`src/rtl/dm_access_arbiter.sv`:
```
// Round-robin arbiter sharing a synchronous data memory between the pipeline (port 0)
// and the debug/loader port (port 1), with a fixed IDLE -> ACCESS -> RESP sequence.
module dm_access_arbiter #(
  parameter int                ADDR_W   = 8,
  parameter int                DATA_W   = 8,
  parameter logic [ADDR_W-1:0] PROT_TOP = ADDR_W'('h0F)
) (
  input  logic              clk,
  input  logic              rst,
  input  logic              p0_req,
  input  logic              p0_we,
  input  logic [ADDR_W-1:0] p0_addr,
  input  logic [DATA_W-1:0] p0_wdata,
  output logic              p0_ack,
  output logic [DATA_W-1:0] p0_rdata,
  input  logic              p1_req,
  input  logic              p1_we,
  input  logic [ADDR_W-1:0] p1_addr,
  input  logic [DATA_W-1:0] p1_wdata,
  output logic              p1_ack,
  output logic [DATA_W-1:0] p1_rdata,
  output logic              p1_err,
  output logic              mem_en,
  output logic              mem_we,
  output logic [ADDR_W-1:0] mem_addr,
  output logic [DATA_W-1:0] mem_wdata,
  input  logic [DATA_W-1:0] mem_rdata,
  output logic              busy,
  output logic              stall_p0
);

  typedef enum logic [1:0] {
    IDLE   = 2'd0,
    ACCESS = 2'd1,
    RESP   = 2'd2
  } state_t;

  state_t            state_q, state_d;
  logic              last_grant_q, last_grant_d;
  logic              owner_q, owner_d;
  logic              we_q, we_d;
  logic              supp_q, supp_d;
  logic              mem_en_q, mem_en_d;
  logic              mem_we_q, mem_we_d;
  logic [ADDR_W-1:0] mem_addr_q, mem_addr_d;
  logic [DATA_W-1:0] mem_wdata_q, mem_wdata_d;
  logic              p0_ack_q, p0_ack_d;
  logic              p1_ack_q, p1_ack_d;
  logic              p1_err_q, p1_err_d;
  logic [DATA_W-1:0] p0_rdata_q, p0_rdata_d;
  logic [DATA_W-1:0] p1_rdata_q, p1_rdata_d;

  logic              elig0, elig1, gnt1;
  logic              sel_we, sel_supp;
  logic [ADDR_W-1:0] sel_addr;
  logic [DATA_W-1:0] sel_wdata;

  // A port whose ack is showing this cycle is masked, so the other port can be
  // granted in the ack cycle and contending ports alternate without gaps.
  assign elig0     = p0_req & ~p0_ack_q;
  assign elig1     = p1_req & ~p1_ack_q;
  assign gnt1      = elig1 & (~elig0 | ~last_grant_q);
  assign sel_we    = gnt1 ? p1_we    : p0_we;
  assign sel_addr  = gnt1 ? p1_addr  : p0_addr;
  assign sel_wdata = gnt1 ? p1_wdata : p0_wdata;
  assign sel_supp  = gnt1 & sel_we & (sel_addr <= PROT_TOP);

  always_comb begin
    state_d      = state_q;
    last_grant_d = last_grant_q;
    owner_d      = owner_q;
    we_d         = we_q;
    supp_d       = supp_q;
    mem_en_d     = mem_en_q;
    mem_we_d     = mem_we_q;
    mem_addr_d   = mem_addr_q;
    mem_wdata_d  = mem_wdata_q;
    p0_ack_d     = 1'b0;
    p1_ack_d     = 1'b0;
    p1_err_d     = 1'b0;
    p0_rdata_d   = p0_rdata_q;
    p1_rdata_d   = p1_rdata_q;
    case (state_q)
      IDLE: begin
        if (elig0 | elig1) begin
          owner_d      = gnt1;
          we_d         = sel_we;
          supp_d       = sel_supp;
          last_grant_d = gnt1;
          mem_en_d     = 1'b1;
          mem_we_d     = sel_we & ~sel_supp;
          mem_addr_d   = sel_addr;
          mem_wdata_d  = sel_wdata;
          state_d      = ACCESS;
        end
      end
      ACCESS: begin
        mem_en_d = 1'b0;
        mem_we_d = 1'b0;
        state_d  = RESP;
      end
      RESP: begin
        state_d = IDLE;
        if (owner_q) begin
          p1_ack_d = 1'b1;
          p1_err_d = supp_q;
          if (!we_q) p1_rdata_d = mem_rdata;
        end else begin
          p0_ack_d = 1'b1;
          if (!we_q) p0_rdata_d = mem_rdata;
        end
      end
      default: state_d = IDLE;
    endcase
  end

  always_ff @(posedge clk) begin
    if (rst) begin
      state_q      <= IDLE;
      last_grant_q <= 1'b1;
      owner_q      <= 1'b0;
      we_q         <= 1'b0;
      supp_q       <= 1'b0;
      mem_en_q     <= 1'b0;
      mem_we_q     <= 1'b0;
      mem_addr_q   <= '0;
      mem_wdata_q  <= '0;
      p0_ack_q     <= 1'b0;
      p1_ack_q     <= 1'b0;
      p1_err_q     <= 1'b0;
      p0_rdata_q   <= '0;
      p1_rdata_q   <= '0;
    end else begin
      state_q      <= state_d;
      last_grant_q <= last_grant_d;
      owner_q      <= owner_d;
      we_q         <= we_d;
      supp_q       <= supp_d;
      mem_en_q     <= mem_en_d;
      mem_we_q     <= mem_we_d;
      mem_addr_q   <= mem_addr_d;
      mem_wdata_q  <= mem_wdata_d;
      p0_ack_q     <= p0_ack_d;
      p1_ack_q     <= p1_ack_d;
      p1_err_q     <= p1_err_d;
      p0_rdata_q   <= p0_rdata_d;
      p1_rdata_q   <= p1_rdata_d;
    end
  end

  assign p0_ack    = p0_ack_q;
  assign p1_ack    = p1_ack_q;
  assign p1_err    = p1_err_q;
  assign p0_rdata  = p0_rdata_q;
  assign p1_rdata  = p1_rdata_q;
  assign mem_en    = mem_en_q;
  assign mem_we    = mem_we_q;
  assign mem_addr  = mem_addr_q;
  assign mem_wdata = mem_wdata_q;
  assign busy      = (state_q != IDLE);
  assign stall_p0  = p0_req & ~p0_ack_q;

endmodule

```
`config.mk`:
```
export PLATFORM = sky130hd
export DESIGN_NAME = dm_access_arbiter
export DESIGN_NICKNAME = d
export VERILOG_FILES = /design/src/rtl/dm_access_arbiter.sv
export SDC_FILE = /design/constraint.sdc
export NUM_CORES = 1
export LEC_CHECK = 0
export ABC_AREA = 1
export CORE_MARGIN = 1
export CORE_UTILIZATION = 41
export CTS_BUF_LIST = sky130_fd_sc_hd__clkbuf_8
export DETAILED_ROUTE_END_ITERATION = 16
export PLACE_DENSITY = 0.77
export SETUP_SLACK_MARGIN = 0.2
export SYNTH_ARGS = -nofsm -noshare
export SYNTH_HDL_FRONTEND = slang
export SYNTH_SLANG_ARGS = --single-unit
```
`constraint.sdc`:
```
create_clock -name clk -period 1.4 [get_ports clk]
set_input_delay 0.21 -clock clk [delete_from_list [all_inputs] [get_ports clk]]
set_output_delay 0.21 -clock clk [all_outputs]
set_load 0.02 [all_outputs]
```
==> results_dict.tcl <==
set metrics [dict create \
    worstSetupStartpoint "p1_ack" \
    insertion_delay_ps 290 \
    reg2reg_from "p1_ack" \
    avgRoutedWirePerCell_um 13.2 \
    syn_avg_cell_area_um2 7.59 \
    overflow 0 \
    synth-async-reset-ratio_pct 0 \
    antenna_found_initial 0 \
    fin_nets 383 \
    synth_commonest_cells "50 x nor2_1, 43 x dfxtp_1, 26 x nand2_1" \
    rsz0062_at_grt "yes" \
    place_ws_ps -256 \
    hold-worst-slack_ps 444 \
    period_needed_ps 1270 \
    synthCells 230 \
    num_rows 23 \
    drv_cap 0 \
    cts_tree "done" \
    synth_top_area_share_pct 49.3 \
    initialDrtViolationCount 77 \
    numCtsBuffers 5 \
    slew-limit-headroom_pct 82.1 \
    criticalPathCategory "register to register" \
    path_common_cell "nand2_1" \
    worst_slack_ps 130 \
    place_congestion 0.819 \
    post-route-period-util_pct 90.7 \
    die_w_um 67.3 \
    die_height_um 67.3 \
    htree_levels 2 \
    power_density_nw_per_um2 1020 \
    core_area_um2 4060 \
    rr_endpoint "mem_we" \
    start_kind "register" \
    critPathCaptureType "register" \
    synth.distinct_cells 21 \
    path_cells "nor2_4 > buf_6 > nand3_1 > nand2_1 > nor2_1 > nand2_1 > nand2_1 > a21oi_2" \
    yosysMostFrequentCell "nor2_1" \
    ios 85 \
    arrival_ps 1500 \
    clock_path_buffers 2 \
    synth_nets 276 \
    drtPass1Iterations 4 \
    worst_pin_slew_ps 266 \
    syn_to_final_growth_pct 73.4 \
    hold_class "register to register" \
    grt_pass1_vias 1825 \
    drive_gt1_share_pct 22.6 \
    instances_no_fill 387 \
    seq_area_frac_synth_pct 49.3 \
    grt_use_total_pct 23.0 \
    power_leakage_nw 1.31 \
    syn_area_um2 1750 \
    drc 0 \
    synthFlopType "dfxtp_1" \
    synth.top_cells.by_area "dfxtp_1 49%, nor2_1 11%, o21ai_0 7.2%" \
    clock-skew-final_ps 4.09 \
    endpoint "mem_we" \
    regToRegSetupSlack_ps 130 \
    clk_transition_reported_paths_ps 80 \
    via_per_inst 4.92 \
    die_area_um2 4530 \
    port_buffers 84 \
    n_antenna_cell 0 \
    peakVddDrop_mv 0.548 \
    slowest_stage "dfxtp_4" \
    vias 1903 \
    ant_nets 0 \
    start_util_pct 43.0 \
    clock_sinks 43 \
    yosys_warnings 0 \
    root_buffer "clkbuf_8" \
    worstPathRequired_ps 1630 \
    synth_seq_cells 43 \
    dp.final_hpwl_um 3290 \
    setup_viol 0 \
    ff2ff_path_depth 8 \
    crit_path_max_fanout 4 \
    placedCellCount 368 \
    hold_buffers 0 \
    fmax_ghz 0.787 \
    min_from "owner_q" \
    critPathMaxStageDelay_ps 370 \
    grt_pass1_wl_um 7760 \
    routed_wl_um 5100 \
    grt_max_degree 32 \
    drv_slew 0 \
    status "complete, no violations" \
    hold_viol_final 0 \
    fillers 323 \
    synth.largest_area_cell "dfxtp_1" \
    synth_edf_count 0 \
]
-- flip-flops by register name, indices dropped and copies added (netlist names) --
name and flops:
last_grant_q 1, mem_addr 8, mem_en 1, mem_wdata 8, mem_we 1, owner_q 1, p0_ack 1, p0_rdata 8
p1_ack 1, p1_err 1, p1_rdata 8, state_q 2, supp_q 1, we_q 1
-- power breakdown --
group	total [W]	internal (W)	switching (W)
combinational	0.000900	0.000440	0.000460
sequential	0.00137	0.00132	0.0000579
clock	0.000802	0.000388	0.000415
total	0.00308	0.00214	0.000933
-- final cells by class --
type                            instances  area (µm²)  area share [%]
Inverter                               21        93.8            3.10
Sequential cell                        43         867            28.6
Tap cell                               50        62.6            2.07
Timing Repair Buffer                  107        1060            35.0
Clock buffer                            6        82.6            2.73
Multi-Input combinational cell        158         847            28.0
Timing Repair inverter                  1        8.76           0.289
Clock inverter                          1        5.00           0.165
-- layout by cell type (no fill, tap or decap), drive strengths merged, types with 2 or more instances in the layout --
| cell | Yosys | layout |
|---|---|---|
| nor2 | 51 | 51 |
| clkdlybuf4s50 | 0 | 43 |
| dfxtp | 43 | 43 |
| o21ai | 39 | 39 |
| nand2 | 30 | 31 |
| a21oi | 26 | 26 |
| buf | 5 | 23 |
| clkdlybuf4s15 | 0 | 22 |
| inv | 21 | 22 |
| dlygate4sd2 | 0 | 13 |
| clkbuf | 4 | 12 |
| nand3 | 6 | 6 |
| nor3 | 2 | 2 |
-- repair_timing --
| action | in CTS | in global routing |
|---|---|---|
| buffers inserted | 5 | 2 |
| endpoints found under the setup margin | 73 | 64 |
| resized for setup | 68 | 56 |
| pin swaps | 4 | 16 |
| cloned | 3 | 2 |
-- worst max-delay path: cells and delay by family (launching register included) --
family          cells  cell delay (ps)
simple gates        6              590
flops               1              370
compound gates      1              110
buf+inv             1              140
-- cell families (layout without fill, tap and decap cells) --
logic type	after synthesis	count (layout)	share of synthesized area, %
buffers and inverters	30	136	8.45
DFF	43	43	49.3
and+or+nand+nor	91	92	22.3
AOI/OAI and AO/OA	66	66	20.0
-- routing by layer --
metal | wire [µm] | global-route usage, %
met5 | 0 | 0
met4 | 46 | 10.9
met3 | 375 | 7.26
met2 | 2500 | 39.9
met1 | 2180 | 25.4
-- stage by stage --
step	util [%]	TNS, ps	cell area (µm²)	total power (W)
6_report	74.6	0	3030	0.00308
5_1_grt	74.6	0	3030	0.00322
4_1_cts	71.8	0	2910	0.00301
3_5_place_dp	66.9	-4070	2720	0.00219
3_3_place_gp	66.9	-3600	2720	0.00218
2_1_floorplan	-	0	1750	0.00179
-- how the worst min path moves through the flow --
stage,end,slack [ps],cells after the start
after floorplan,p1_ack,290,1
after global placement,mem_addr[5],460,2
after detailed placement,mem_en,460,2
after CTS,mem_addr[1],460,3
after global routing,p0_ack,480,1
final,p0_ack,440,1
(Power assumes the default switching activity.)
